[config.mk]
export PLATFORM = sky130hd
export DESIGN_NAME = lsu_ctrl
export DESIGN_NICKNAME = d
export VERILOG_FILES = /design/src/rtl/lsu_ctrl_pkg.sv /design/src/rtl/lsu_data_align.sv /design/src/rtl/lsu_ctrl.sv
export SDC_FILE = /design/constraint.sdc
export NUM_CORES = 1
export LEC_CHECK = 0
export CORE_UTILIZATION = 44
export DETAILED_ROUTE_END_ITERATION = 6
export PLACE_DENSITY = 0.77
export SYNTH_ARGS = -nofsm -noshare
export SYNTH_HDL_FRONTEND = slang
export SYNTH_HIERARCHICAL = 1
export SYNTH_SLANG_ARGS = --single-unit
[constraint.sdc]
create_clock -name clk_i -period 2.6 [get_ports clk_i]
set_input_delay 0.26 -clock clk_i [delete_from_list [all_inputs] [get_ports clk_i]]
set_output_delay 0.26 -clock clk_i [all_outputs]
set_load 0.02 [all_outputs]
[src/rtl/lsu_ctrl_pkg.sv]
// Shared decoder definitions: access size codes, LSU FSM states, legality check.
// Latency: n/a (types, constants and a pure function only).
// Backpressure: n/a.
package lsu_ctrl_pkg;

  // Access size codes as produced by the core decoder.
  localparam logic [2:0] SZ_B  = 3'd0;
  localparam logic [2:0] SZ_H  = 3'd1;
  localparam logic [2:0] SZ_W  = 3'd2;
  localparam logic [2:0] SZ_BU = 3'd4;
  localparam logic [2:0] SZ_HU = 3'd5;

  // Load/store controller sequencing states.
  typedef enum logic [1:0] {
    ST_IDLE = 2'd0,
    ST_BUSY = 2'd1,
    ST_DONE = 2'd2
  } lsu_state_t;

  // An access is legal when the size code exists and the address is
  // naturally aligned for that size.
  function automatic logic lsu_access_legal(input logic [2:0] size,
                                            input logic [1:0] addr_lo);
    logic ok;
    case (size)
      SZ_B, SZ_BU: ok = 1'b1;
      SZ_H, SZ_HU: ok = ~addr_lo[0];
      SZ_W:        ok = (addr_lo == 2'b00);
      default:     ok = 1'b0;
    endcase
    return ok;
  endfunction

endpackage

[src/rtl/lsu_data_align.sv]
// Byte-lane formatting: byte enables, store lane replication, load extension.
// Latency: purely combinational, zero cycles.
// Backpressure: none; the controller decides when the outputs are used.
module lsu_data_align
  import lsu_ctrl_pkg::*;
(
  input  logic [2:0]  i_size,
  input  logic [1:0]  i_addr_lo,
  input  logic [31:0] i_wd,
  input  logic [31:0] i_rd,
  output logic [3:0]  o_be,
  output logic [31:0] o_wd,
  output logic [31:0] o_rd
);

  logic [31:0] w_rd_shift;
  logic [7:0]  w_rd_byte;
  logic [15:0] w_rd_half;

  // Byte lane selected by the low address bits; halfword by addr[1].
  assign w_rd_shift = i_rd >> {i_addr_lo, 3'b000};
  assign w_rd_byte  = w_rd_shift[7:0];
  assign w_rd_half  = i_addr_lo[1] ? i_rd[31:16] : i_rd[15:0];

  // Store side: which lanes are written and the replicated store data.
  always_comb begin
    o_be = 4'b0000;
    o_wd = 32'h0000_0000;
    case (i_size)
      SZ_B, SZ_BU: begin
        o_be = 4'b0001 << i_addr_lo;
        o_wd = {4{i_wd[7:0]}};
      end
      SZ_H, SZ_HU: begin
        o_be = i_addr_lo[1] ? 4'b1100 : 4'b0011;
        o_wd = {2{i_wd[15:0]}};
      end
      SZ_W: begin
        o_be = 4'b1111;
        o_wd = i_wd;
      end
      default: begin
        o_be = 4'b0000;
        o_wd = 32'h0000_0000;
      end
    endcase
  end

  // Load side: pick the addressed lane(s) and sign- or zero-extend.
  always_comb begin
    o_rd = 32'h0000_0000;
    case (i_size)
      SZ_B:    o_rd = {{24{w_rd_byte[7]}}, w_rd_byte};
      SZ_BU:   o_rd = {24'h00_0000, w_rd_byte};
      SZ_H:    o_rd = {{16{w_rd_half[15]}}, w_rd_half};
      SZ_HU:   o_rd = {16'h0000, w_rd_half};
      SZ_W:    o_rd = i_rd;
      default: o_rd = 32'h0000_0000;
    endcase
  end

endmodule

[src/rtl/lsu_ctrl.sv]
// Load/store controller: latches a core access, issues it on the ready-handshaked bus.
// Latency: 3 cycles minimum (IDLE, BUSY with ready, DONE) plus one per bus wait state.
// Backpressure: core is stalled while a legal access is pending; bus stalls via mem_ready_i; optional timeout abort.
module lsu_ctrl
  import lsu_ctrl_pkg::*;
#(
  parameter int TIMEOUT = 16
) (
  input  logic        clk_i,
  input  logic        rst_i,
  input  logic        core_req_i,
  input  logic        core_we_i,
  input  logic [2:0]  core_size_i,
  input  logic [31:0] core_addr_i,
  input  logic [31:0] core_wd_i,
  output logic [31:0] core_rd_o,
  output logic        core_stall_o,
  output logic        lsu_err_o,
  output logic        mem_req_o,
  output logic        mem_we_o,
  output logic [3:0]  mem_be_o,
  output logic [31:0] mem_addr_o,
  output logic [31:0] mem_wd_o,
  input  logic [31:0] mem_rd_i,
  input  logic        mem_ready_i
);

  // Counter only needs to reach TIMEOUT-1.
  localparam int CW = (TIMEOUT > 2) ? $clog2(TIMEOUT) : 1;
  localparam logic [CW-1:0] LP_CNT_LAST = CW'(TIMEOUT - 1);

  lsu_state_t    r_state;
  logic [CW-1:0] r_cnt;
  logic [2:0]    r_size;
  logic [1:0]    r_addr_lo;
  logic          r_mem_req;
  logic          r_mem_we;
  logic [3:0]    r_mem_be;
  logic [31:0]   r_mem_addr;
  logic [31:0]   r_mem_wd;
  logic [31:0]   r_rd;
  logic          r_err;

  logic          w_legal;
  logic          w_timeout;
  logic          w_idle;
  logic [2:0]    w_fmt_size;
  logic [1:0]    w_fmt_addr_lo;
  logic [3:0]    w_be;
  logic [31:0]   w_wd;
  logic [31:0]   w_rd_ext;

  assign w_idle  = (r_state == ST_IDLE);
  assign w_legal = lsu_access_legal(core_size_i, core_addr_i[1:0]);

  // Abort only when enabled and the last allowed BUSY cycle passes without ready.
  assign w_timeout = (TIMEOUT != 0) && (r_cnt == LP_CNT_LAST);

  // In IDLE the formatter sees the incoming access (store side); afterwards it
  // sees the latched access so the returning word is extended correctly.
  assign w_fmt_size    = w_idle ? core_size_i : r_size;
  assign w_fmt_addr_lo = w_idle ? core_addr_i[1:0] : r_addr_lo;

  lsu_data_align u_align (
    .i_size    (w_fmt_size),
    .i_addr_lo (w_fmt_addr_lo),
    .i_wd      (core_wd_i),
    .i_rd      (mem_rd_i),
    .o_be      (w_be),
    .o_wd      (w_wd),
    .o_rd      (w_rd_ext)
  );

  // Stall immediately on a legal request and hold it for the whole bus transaction.
  assign core_stall_o = ~rst_i &
                        ((r_state == ST_BUSY) | (w_idle & core_req_i & w_legal));

  assign core_rd_o  = r_rd;
  assign lsu_err_o  = r_err;
  assign mem_req_o  = r_mem_req;
  assign mem_we_o   = r_mem_we;
  assign mem_be_o   = r_mem_be;
  assign mem_addr_o = r_mem_addr;
  assign mem_wd_o   = r_mem_wd;

  // Access sequencing: accept in IDLE, wait for ready or timeout in BUSY, present data in DONE.
  always_ff @(posedge clk_i) begin
    if (rst_i) begin
      r_state    <= ST_IDLE;
      r_cnt      <= '0;
      r_size     <= 3'd0;
      r_addr_lo  <= 2'd0;
      r_mem_req  <= 1'b0;
      r_mem_we   <= 1'b0;
      r_mem_be   <= 4'b0000;
      r_mem_addr <= 32'h0000_0000;
      r_mem_wd   <= 32'h0000_0000;
      r_rd       <= 32'h0000_0000;
      r_err      <= 1'b0;
    end else begin
      r_err <= 1'b0;
      case (r_state)
        ST_IDLE: begin
          if (core_req_i) begin
            if (w_legal) begin
              r_size     <= core_size_i;
              r_addr_lo  <= core_addr_i[1:0];
              r_mem_req  <= 1'b1;
              r_mem_we   <= core_we_i;
              r_mem_be   <= w_be;
              r_mem_addr <= {core_addr_i[31:2], 2'b00};
              r_mem_wd   <= w_wd;
              r_cnt      <= '0;
              r_state    <= ST_BUSY;
            end else begin
              // Misaligned or unknown size: never reaches the bus.
              r_err <= 1'b1;
            end
          end
        end
        ST_BUSY: begin
          if (mem_ready_i) begin
            r_rd      <= w_rd_ext;
            r_mem_req <= 1'b0;
            r_state   <= ST_DONE;
          end else if (w_timeout) begin
            r_mem_req <= 1'b0;
            r_err     <= 1'b1;
            r_state   <= ST_IDLE;
          end else begin
            r_cnt <= r_cnt + 1'b1;
          end
        end
        ST_DONE: begin
          // Core consumes core_rd_o and advances at the end of this cycle.
          r_state <= ST_IDLE;
        end
        default: begin
          r_state   <= ST_IDLE;
          r_mem_req <= 1'b0;
        end
      endcase
    end
  end

endmodule
==> summary.md <==
| Metric | Value |
|---|---|
| Crit path kind | `reg2reg` |
| Worst endpoint required time | `2.87 ns` |
| Clk_lat worst skew | `0.35 ns` |
| Max-Cap Viols | `0` |
| Global Route Usage Sum | `25.6%` |
| Synth Register Bits | `112` |
| Total number of vias | `5553` |
| Hold_ws | `0.256 ns` |
| Final Skew | `0.00733 ns` |
| Outcome | `completed` |
| First-pass GRT wire length | `25.8 mm` |
| R2r setup slk | `0.17 ns` |
| Final setup TNS | `0 ns` |
| Hold_buf cts | `0` |
| Slew HR | `35.4%` |
| CTS sink count | `112` |
| Leak | `2.79 nW` |
| Final Hold Viols | `0` |
| Post-synth EDFFs | `0` |
| Die W | `112 um` |
| DP HPWL | `11.6 mm` |
| Synth top area share | `41.8%` |
| Class of the worst hold path | `in2reg` |
| Worst slack, placed | `0.180 ns` |
| Fmax | `0.412 GHz` |
| Post-CTS Repair Setup Buffers | `0` |
| Crit-path max FO | `16` |
| GPL Wtd Cong | `0.906` |
| Die area | `12700 sq um` |
| RSZ-0062 raised after global routing | `false` |
| Iteration-0 DRC Markers | `402` |
| Resize count post-CTS | `0` |
| P per Cell Area | `526 nW/um^2` |
| Final Cycle Share | `93.4%` |
| Largest area contributor in the synthesized netlist | `dfxtp_1` |
| DR pass1 iterations | `6` |
| CTS Buf Count | `9` |
| Clk slew on worst S/H paths | `0.07 ns` |
| Most common cell in the netlist | `nand2_1` |
| CTS tree | `done` |
| Worst EP arrival | `2.69 ns` |
| Die Height | `112 um` |
| Setup violations, final | `0` |
| Peak supply drop | `0.348 mV` |
| Warnings from Yosys | `6` |
| Initial core utilization | `46.0%` |
| Critical Path End Type | `flop` |
| Number of global-route vias before repair | `5233` |
| Max-slew violation count | `0` |
| Post-route antenna net violation count | `0` |
| Post-synthesis cell area | `5370 sq um` |
| Area Growth Syn to Fin | `44.5%` |
| Main synth FF type | `dfxtp_1` |
| Top post-synthesis cells by area | `dfxtp_1 42%, nand2_1 16%, a21oi_1 10%` |
| CTS max path bufs | `2` |
| Initial antenna violation count | `0` |
| DRC | `0` |
| Post-synth top cells | `228 x nand2_1, 112 x dfxtp_1, 111 x a21oi_1` |
| Routed WL per cell | `15.7 um` |
| Post-synth ARST share | `0%` |
| Port Buf Inserts | `205` |
| Std cell rows | `39` |
| Final setup margin | `0.172 ns` |
| Largest net degree at the start of global routing | `94` |
| Post-route minimum period | `2.43 ns` |
| Ports | `208` |
| # fillers | `1041` |
| H-tree level count | `3` |
| Crit start category | `flop` |
| NumNets Final | `988` |
| Final wirelength | `16.1 mm` |
| Post-DR vias/cell | `5.39` |
| Number of diodes | `0` |
| Seq/Total Area, Yosys | `41.8%` |
| Core Region | `11700 sq um` |
| Share of layout cells above drive strength 1 | `6.31%` |
| Worst-margin pin slew | `0.969 ns` |
| Clk root buf | `clkbuf_16` |
| Yosys cell types | `44` |
| Gate count of the mapped netlist | `709` |
| Mapped Avg Cell Area | `7.57 sq um` |
| Overflow left after global routing | `0` |
==> path summary, 6_finish.rpt <==
check / start / end / depth (start not counted)
min reg2reg: mem_addr_o[3] / mem_addr_o[3] / 2
max: r_state[1] / mem_wd_o[25] / 7
min: rst_i / core_rd_o[0] / 2
max reg2reg: r_state[1] / mem_wd_o[25] / 7
==> registers in the layout (all words and copies together) (netlist names) <==
signal,count
r_size,3
r_addr_lo,2
mem_we_o,1
mem_wd_o,32
lsu_err_o,1
r_cnt,4
mem_addr_o,30
r_state,2
mem_be_o,4
core_rd_o,32
mem_req_o,1
==> per-stage QoR <==
| step | area (sq um) | power, W | instances | util (%) |
|---|---|---|---|---|
| 6_report | 7760 | 0.00408 | 1031 | 66.6 |
| 5_1_grt | 7760 | 0.00427 | 1031 | 66.6 |
| 4_1_cts | 7760 | 0.00411 | 1031 | 66.6 |
| 3_5_place_dp | 7480 | 0.00279 | 1015 | 64.1 |
| 3_3_place_gp | 7480 | 0.00277 | 1015 | 64.1 |
| 2_1_floorplan | 5370 | 0.00238 | 710 | - |
==> layout make-up <==
type / count / area, sq um / share of cell area, %
Clock buffer: 12 / 256 / 3.30
Inverter: 6 / 22.5 / 0.290
Clock inverter: 4 / 27.5 / 0.355
Sequential cell: 112 / 2240 / 28.9
Timing Repair Buffer: 226 / 2260 / 29.1
Tap cell: 143 / 179 / 2.30
Multi-Input combinational cell: 528 / 2780 / 35.8
==> cell families after synthesis <==
group	after synthesis	share of synthesized area, %
AND/OR/NAND/NOR	303	23.8
flip-flops	112	41.8
other	1	0.0698
AO/OA/AOI/OAI	196	22.0
XOR/XNOR	1	0.163
adder cells (fa/ha/maj)	1	0.233
multiplexers	25	5.22
buffers and inverters	70	6.76
==> power breakdown <==
| group | leakage (nW) | internal (W) | switching, W |
|---|---|---|---|
| logic | 1.74 | 0.000451 | 0.000494 |
| registers | 0.909 | 0.00178 | 0.0000348 |
| clock network | 0.143 | 0.000705 | 0.000615 |
==> placed cells by master, fill, tap and decap left out, drive strengths merged, types with 7 or more instances in the layout <==
cell type	Yosys	layout
a211oi	9	9
clkbuf	30	12
o21ai	17	17
a21oi	111	111
a22oi	8	8
buf	34	22
mux2	14	14
dfxtp	112	112
mux2i	10	10
a21o	16	16
nand2	228	228
nor2	21	21
o211ai	17	17
nand3	21	21
clkdlybuf4s50	0	204
inv	6	7
nor2b	11	11
o32ai	7	7
==> critical path: stages (launching register included) <==
cell and delay (ns):
dfxtp_1 0.36, nor2_2 0.34, mux2_2 0.46, nor3b_2 0.52, buf_4 0.33, a21o_1 0.14
nand2_1 0.05, a21oi_1 0.15
==> metal layers <==
metal | wire, um | GRT usage (%) | vias to the layer above
met2 | 7750 | 43.6 | 192
met1 | 7180 | 32.3 | 2601
met3 | 1020 | 5.67 | 14
met5 | 0 | 0 | -
li1 | - | - | 2746
met4 | 190 | 7.73 | 0
Power figures use the tool's default switching activity.
